## src/rtl/shift_unit_seq_pkg.sv

```systemverilog
// Shared encodings for the multi-cycle shift unit.
// Op and amount-select codes, FSM states and an op-legality helper.
package shift_pkg;

    localparam logic [2:0] OP_SLL = 3'b000;
    localparam logic [2:0] OP_SRL = 3'b001;
    localparam logic [2:0] OP_SRA = 3'b010;
    localparam logic [2:0] OP_ROL = 3'b011;
    localparam logic [2:0] OP_ROR = 3'b100;

    localparam logic [1:0] AMT_SE    = 2'b00;
    localparam logic [1:0] AMT_CONST = 2'b01;
    localparam logic [1:0] AMT_SHAMT = 2'b10;
    localparam logic [1:0] AMT_REG   = 2'b11;

    typedef enum logic [1:0] {
        S_IDLE  = 2'b00,
        S_SHIFT = 2'b01,
        S_DONE  = 2'b10
    } state_e;

    function automatic logic op_legal(input logic [2:0] o);
        return (o <= OP_ROR);
    endfunction

endpackage

```

## src/rtl/shift_unit_seq_if.sv

```systemverilog
// Start/busy/done bundle between the control unit and the shift unit.
// The control unit is the master; the shift unit is the slave.
interface shift_unit_seq_if #(
    parameter int WIDTH = 32,
    parameter int AMT_W = $clog2(WIDTH)
);
    logic             start;
    logic [2:0]       op;
    logic [1:0]       amt_sel;
    logic [AMT_W-1:0] amt_se;
    logic [AMT_W-1:0] amt_shamt;
    logic [WIDTH-1:0] amt_reg;
    logic [WIDTH-1:0] din;
    logic             ready;
    logic             busy;
    logic             done;
    logic             illegal;
    logic [WIDTH-1:0] result;

    modport master (
        output start, op, amt_sel, amt_se, amt_shamt, amt_reg, din,
        input  ready, busy, done, illegal, result
    );

    modport slave (
        input  start, op, amt_sel, amt_se, amt_shamt, amt_reg, din,
        output ready, busy, done, illegal, result
    );
endinterface

```

## src/rtl/shift_unit_seq_amt_sel.sv

```systemverilog
// Combinational 4:1 shift-amount select; the result is taken modulo WIDTH.
// Shared with the control-unit datapath.
module shift_amt_sel
    import shift_pkg::*;
#(
    parameter int WIDTH     = 32,
    parameter int AMT_W     = $clog2(WIDTH),
    parameter int CONST_AMT = 16
) (
    input  logic [1:0]       amt_sel,
    input  logic [AMT_W-1:0] amt_se,
    input  logic [AMT_W-1:0] amt_shamt,
    input  logic [WIDTH-1:0] amt_reg,
    output logic [AMT_W-1:0] amt
);
    localparam logic [AMT_W-1:0] CONST_A = AMT_W'(CONST_AMT);

    logic unused_hi;
    assign unused_hi = ^amt_reg[WIDTH-1:AMT_W];

    always_comb begin
        amt = '0;
        unique case (amt_sel)
            AMT_SE:    amt = amt_se;
            AMT_CONST: amt = CONST_A;
            AMT_SHAMT: amt = amt_shamt;
            AMT_REG:   amt = amt_reg[AMT_W-1:0];
            default:   amt = '0;
        endcase
    end
endmodule

```

## src/rtl/shift_unit_seq.sv

```systemverilog
// Iterative barrel shifter: up to STEP bits per cycle, five shift/rotate
// modes, start/busy/done handshake with back-to-back accept from DONE.
module shift_unit_seq
    import shift_pkg::*;
#(
    parameter int WIDTH     = 32,
    parameter int AMT_W     = $clog2(WIDTH),
    parameter int STEP      = 1,
    parameter int CONST_AMT = 16
) (
    input  logic           clk,
    input  logic           reset,
    shift_unit_seq_if.slave bus
);
    localparam logic [AMT_W-1:0] STEP_A = AMT_W'(STEP);

    state_e           state, state_nx;
    logic [WIDTH-1:0] work, work_nx;
    logic [AMT_W-1:0] cnt, cnt_nx;
    logic [2:0]       op_r, op_nx;
    logic             ill_r, ill_nx;
    logic [AMT_W-1:0] amt;
    logic [AMT_W-1:0] step;
    logic [WIDTH-1:0] shifted;
    logic             accept;
    logic             legal;

    shift_amt_sel #(
        .WIDTH     (WIDTH),
        .AMT_W     (AMT_W),
        .CONST_AMT (CONST_AMT)
    ) u_amt (
        .amt_sel   (bus.amt_sel),
        .amt_se    (bus.amt_se),
        .amt_shamt (bus.amt_shamt),
        .amt_reg   (bus.amt_reg),
        .amt       (amt)
    );

    // Rotations shift a doubled word and keep the half that wraps in.
    function automatic logic [WIDTH-1:0] step_shift(
        input logic [2:0]       o,
        input logic [WIDTH-1:0] v,
        input logic [AMT_W-1:0] s
    );
        logic [2*WIDTH-1:0] dbl;
        logic [WIDTH-1:0]   r;
        dbl = {v, v};
        r   = v;
        unique case (o)
            OP_SLL: r = v << s;
            OP_SRL: r = v >> s;
            OP_SRA: r = WIDTH'($signed(v) >>> s);
            OP_ROL: begin
                dbl = dbl << s;
                r   = dbl[2*WIDTH-1:WIDTH];
            end
            OP_ROR: begin
                dbl = dbl >> s;
                r   = dbl[WIDTH-1:0];
            end
            default: r = v;
        endcase
        return r;
    endfunction

    assign accept  = bus.start && (state != S_SHIFT);
    assign legal   = op_legal(bus.op);
    assign step    = (cnt < STEP_A) ? cnt : STEP_A;
    assign shifted = step_shift(op_r, work, step);

    always_ff @(posedge clk or posedge reset) begin
        if (reset) begin
            state <= S_IDLE;
            work  <= '0;
            cnt   <= '0;
            op_r  <= OP_SLL;
            ill_r <= 1'b0;
        end else begin
            state <= state_nx;
            work  <= work_nx;
            cnt   <= cnt_nx;
            op_r  <= op_nx;
            ill_r <= ill_nx;
        end
    end

    always_comb begin
        state_nx = state;
        work_nx  = work;
        cnt_nx   = cnt;
        op_nx    = op_r;
        ill_nx   = ill_r;
        unique case (state)
            S_IDLE, S_DONE: begin
                if (accept) begin
                    work_nx = bus.din;
                    op_nx   = bus.op;
                    cnt_nx  = amt;
                    ill_nx  = !legal;
                    if (amt == '0 || !legal)
                        state_nx = S_DONE;
                    else
                        state_nx = S_SHIFT;
                end else begin
                    state_nx = S_IDLE;
                end
            end
            S_SHIFT: begin
                work_nx = shifted;
                cnt_nx  = cnt - step;
                if (cnt == step)
                    state_nx = S_DONE;
            end
            default: state_nx = S_IDLE;
        endcase
    end

    assign bus.ready   = (state != S_SHIFT);
    assign bus.busy    = (state == S_SHIFT);
    assign bus.done    = (state == S_DONE);
    assign bus.illegal = (state == S_DONE) && ill_r;
    assign bus.result  = work;
endmodule

```

## src/flat_wrapper.sv

```systemverilog
// flat-port wrapper written by rule: the top's interface ports become plain ports
module shift_unit_seq_flat import shift_pkg::*;
#(
    parameter int WIDTH     = 32,
    parameter int AMT_W     = $clog2(WIDTH),
    parameter int STEP      = 1,
    parameter int CONST_AMT = 16
)
  (clk, reset, bus_start, bus_op, bus_amt_sel, bus_amt_se, bus_amt_shamt, bus_amt_reg, bus_din, bus_ready, bus_busy, bus_done, bus_illegal, bus_result);
  shift_unit_seq_if #(.WIDTH(WIDTH), .AMT_W(AMT_W)) bus_i ();
  input  logic clk;
  input  logic reset;
  input wire logic [$bits(bus_i.start)-1:0] bus_start;
  input wire logic [$bits(bus_i.op)-1:0] bus_op;
  input wire logic [$bits(bus_i.amt_sel)-1:0] bus_amt_sel;
  input wire logic [$bits(bus_i.amt_se)-1:0] bus_amt_se;
  input wire logic [$bits(bus_i.amt_shamt)-1:0] bus_amt_shamt;
  input wire logic [$bits(bus_i.amt_reg)-1:0] bus_amt_reg;
  input wire logic [$bits(bus_i.din)-1:0] bus_din;
  output wire logic [$bits(bus_i.ready)-1:0] bus_ready;
  output wire logic [$bits(bus_i.busy)-1:0] bus_busy;
  output wire logic [$bits(bus_i.done)-1:0] bus_done;
  output wire logic [$bits(bus_i.illegal)-1:0] bus_illegal;
  output wire logic [$bits(bus_i.result)-1:0] bus_result;
  assign bus_i.start = bus_start;
  assign bus_i.op = bus_op;
  assign bus_i.amt_sel = bus_amt_sel;
  assign bus_i.amt_se = bus_amt_se;
  assign bus_i.amt_shamt = bus_amt_shamt;
  assign bus_i.amt_reg = bus_amt_reg;
  assign bus_i.din = bus_din;
  assign bus_ready = bus_i.ready;
  assign bus_busy = bus_i.busy;
  assign bus_done = bus_i.done;
  assign bus_illegal = bus_i.illegal;
  assign bus_result = bus_i.result;
  shift_unit_seq #(.WIDTH(WIDTH), .AMT_W(AMT_W), .STEP(STEP), .CONST_AMT(CONST_AMT)) u_core (.clk(clk), .reset(reset), .bus(bus_i));
endmodule
```

## config.mk

```make
export PLATFORM = sky130hd
export DESIGN_NAME = shift_unit_seq_flat
export DESIGN_NICKNAME = d
export VERILOG_FILES = /design/src/rtl/shift_unit_seq_pkg.sv /design/src/rtl/shift_unit_seq_if.sv /design/src/rtl/shift_unit_seq_amt_sel.sv /design/src/rtl/shift_unit_seq.sv /design/src/flat_wrapper.sv
export SDC_FILE = /design/constraint.sdc
export NUM_CORES = 1
export LEC_CHECK = 0
export ABC_CLOCK_PERIOD_IN_PS = 3700
export CORE_ASPECT_RATIO = 0.8
export CORE_MARGIN = 2
export CORE_UTILIZATION = 46
export CTS_CLUSTER_SIZE = 14
export DETAILED_ROUTE_END_ITERATION = 8
export PLACE_DENSITY = 0.93
export SYNTH_ARGS = -nofsm -noshare
export SYNTH_HDL_FRONTEND = slang
export SYNTH_SLANG_ARGS = --single-unit
```

## constraint.sdc

```tcl
create_clock -name clk -period 3.7 [get_ports clk]
set_clock_uncertainty 0.15 [all_clocks]
set_input_delay 0.74 -clock clk [delete_from_list [all_inputs] [get_ports clk]]
set_output_delay 0.74 -clock clk [all_outputs]
set_load 0.05 [all_outputs]
```

==> metrics <==
status completed; synth warn 0; Final TNS setup 0 ps; leading cell type in the layout, fill and taps excluded clkdlybuf4s50_1; Area after DPL around 3600 um2; cells along the critical path nor2b_1 -> and2_1 -> clkdlybuf4s50_1; htree depth 2; GRT Total Usage a little over a fifth; GPL Wtd Cong slightly below 0.9; post-layout minimum cycle time 2750 ps; grt ovf 0; via count between 2000 and 2500; Gate power share 63.7%; XOR/XNOR Fraction of Synth Area 0.655%; worst skew pair latency about 300 ps; DRT iter0 DRCs 120; CTS Root Cell clkbuf_8; commonest non-fill, non-tap cells in the layout clkdlybuf4s50_1, dfrtp_1, and3_1; vias in the first global route around 2400; DIE AREA between 6000 and 7000 um2; Max clock buf depth 2; CTS resizes 0; CP bufs+invs 1; Seq pwr share 26.0%; CTS Sinks 43; share of layout cells above drive strength 1 between 10% and 20%; IO Pins around 120; Slew HR between 20% and 30%; Setup CP Type flop to primary output; Buffers on Ports 90; worst min-delay path class flop to flop; Fillers ~440; post-synthesis sequential area ratio between 40 and 50%; clock power share roughly 10%; Setup crit end kind primary output; fin nets ~400; Syn Nets about 330; Worst Path Required approximately 2800 ps; RSZ-0062 raised after global routing false; syn_area_per_cell 10.8 um2; critical path fanouts, max 4; Slew Limit Fails 0; Post-DRT Antenna Nets 0; Final HPWL DP about 5000 um; Slew @ Worst Pin 1150 ps; Post-CTS Hold Buffers 0; CTS Buf Count 5; flop2flop setup slack 1220 ps; Sw Share between 40% and 50%; area grow syn2layout 38.0%; initial antenna violation count 0; # DRC 0; max incr delay on CP about 800 ps; chip width a little under 90 um; Worst path slowest cell clkdlybuf4s50_1; Worst EP arrival approximately 1900 ps; largest family of logic cells by synthesized area compound AO/OA/AOI/OAI gates; max frequency ~360 MHz; Initial Utilization 48.4%; switching power roughly 1.7 mW; Distinct cells, synth 50; Finished Cell Area between 3000 and 4000 um2; period utilisation layout between 70% and 80%; Worst path top cell family by delay buffers and inverters; Final setup viols 0; Synth Area in Simple Gates between 10% and 20%; Worst VDD drop between 0.0004 and 0.0005 V; Pwr Density ~960 nW/um2; # rows 24; die span in y between 70 and 80 um; Compound-Gate Fraction of Synth Area around 20%; Startpoint Class flop; multiplexer share of the synthesized area 15.3%; first-pass GRT wire length roughly 11000 um; WL final just under 7000 um; FF+latch count, synth between 40 and 50; Post-Syn Area between 2000 and 3000 um2; via-per-instance ratio about 5.9; largest net degree at the start of global routing between 40 and 50; First-pass DRT Iterations 4; CTS tree yes; Clock transition at path regs around 80 ps; Leak Pwr ~1.7 nW; setup bufs post-CTS 0; n_diodes 0; area share of fa/ha/maj cells after synthesis less than 1%; Core ar. around 5500 um2; Max Cap Viol 0; Int Power roughly 1.9 mW; Gate Count Post-Synth between 200 and 250; final hold viol count 0; wire per inst around 17 um
-- layer usage --
| layer | share of wire, % | track usage (%) | vias to the layer above | wire, um |
|---|---|---|---|---|
| li1 | - | - | 1131 | - |
| met1 | 43 | 29.4 | 1185 | 3010 |
| met2 | 49 | 35.8 | 96 | 3390 |
| met3 | 7.0 | 3.75 | 6 | 490 |
| met4 | 0.91 | 5.97 | 0 | 63 |
| met5 | 0 | 0 | - | 0 |
-- stage by stage --
| step | hold WS [ps] | total power, mW | setup slack (ps) | util, % | cells |
|---|---|---|---|---|---|
| after detailed placement | 352 | 3.18 | 759 | 64.7 | 399 |
| final | 356 | 3.55 | 947 | 66.8 | 407 |
| after CTS | 371 | 3.55 | 916 | 66.8 | 407 |
| after global placement | 322 | 3.10 | 800 | 64.7 | 399 |
| after floorplan | 291 | 2.65 | 1150 | - | 248 |
| after global routing | 401 | 3.75 | 839 | 66.8 | 407 |
-- worst paths after layout --
check | to | depth (start not counted) | startpoint
min reg2reg | u_core.ill_r | 1 | u_core.ill_r
max | bus_illegal | 3 | u_core.state[0]
min | u_core.ill_r | 1 | u_core.ill_r
max reg2reg | u_core.state[0] | 7 | u_core.cnt[1]
min in group asynchronous | u_core.bus.result[12] | 2 | reset
max in group asynchronous | u_core.bus.result[18] | 3 | reset
-- kinds of logic (layout without fill, tap and decap cells) --
kind of cell,after synthesis,in the layout
simple gates,77,77
compound gates,62,62
flops,43,43
mux,37,37
buf+inv,26,107
xor+xnor,2,2
fa+ha+maj,1,1
-- cell usage after synthesis (all sizes together) --
master	instances	area, um2
o22ai	1	6.26
a21bo	1	10.0
nand3	2	10.0
nor3b	1	7.51
a2bb2oi	2	17.5
o32ai	1	8.76
ha	1	12.5
o221a	1	11.3
nand2b	3	21.3
mux2i	6	60.1
and3	32	200
clkinv	1	3.75
a21oi	5	28.8
buf	13	105
a22oi	2	15.0
o311ai	1	8.76
nor4b	1	8.76
a31o	2	17.5
and2	2	12.5
nor4	1	6.26
nor2b	2	12.5
nor3	6	41.3
a32oi	1	8.76
xnor2	1	8.76
inv	3	11.3
or2b	1	7.51
nand2	12	45.0
clkbuf	9	33.8
a221o	31	312
mux2	31	349
o2bb2ai	2	17.5
xor2	1	8.76
or4	3	28.8
nor2	9	50.1
nand3b	2	15.0
o211ai	1	7.51
o21ai	7	35.0
dfrtp	43	1080
a21o	2	16.3
a211o	2	17.5
-- power groups by stage --
stage	clock network (mW)	registers, mW	logic [mW]
after floorplan	0	1.27	1.37
final	0.366	0.923	2.26
after detailed placement	0	0.926	2.26
after global placement	0	0.915	2.18
after CTS	0.371	0.916	2.26
after global routing	0.389	0.953	2.40
-- registers in the layout, summed over array words and instances, names as in the netlist --
name	cells
u_core.op_r	3
u_core.ill_r	1
u_core.state	2
u_core.cnt	5
u_core.bus.result	32
-- layout make-up --
class / instances / area (um2) / area share [%]
clock buffers: 5 / 68.8 / 1.87
flip-flops and latches: 43 / 1080 / 29.2
clock inverters: 3 / 43.8 / 1.19
repair buffers: 95 / 938 / 25.4
multi-input cells: 179 / 1450 / 39.3
well taps: 78 / 97.6 / 2.64
inverters: 4 / 15.0 / 0.407
Note: power is estimated with default switching activity, not from simulation.
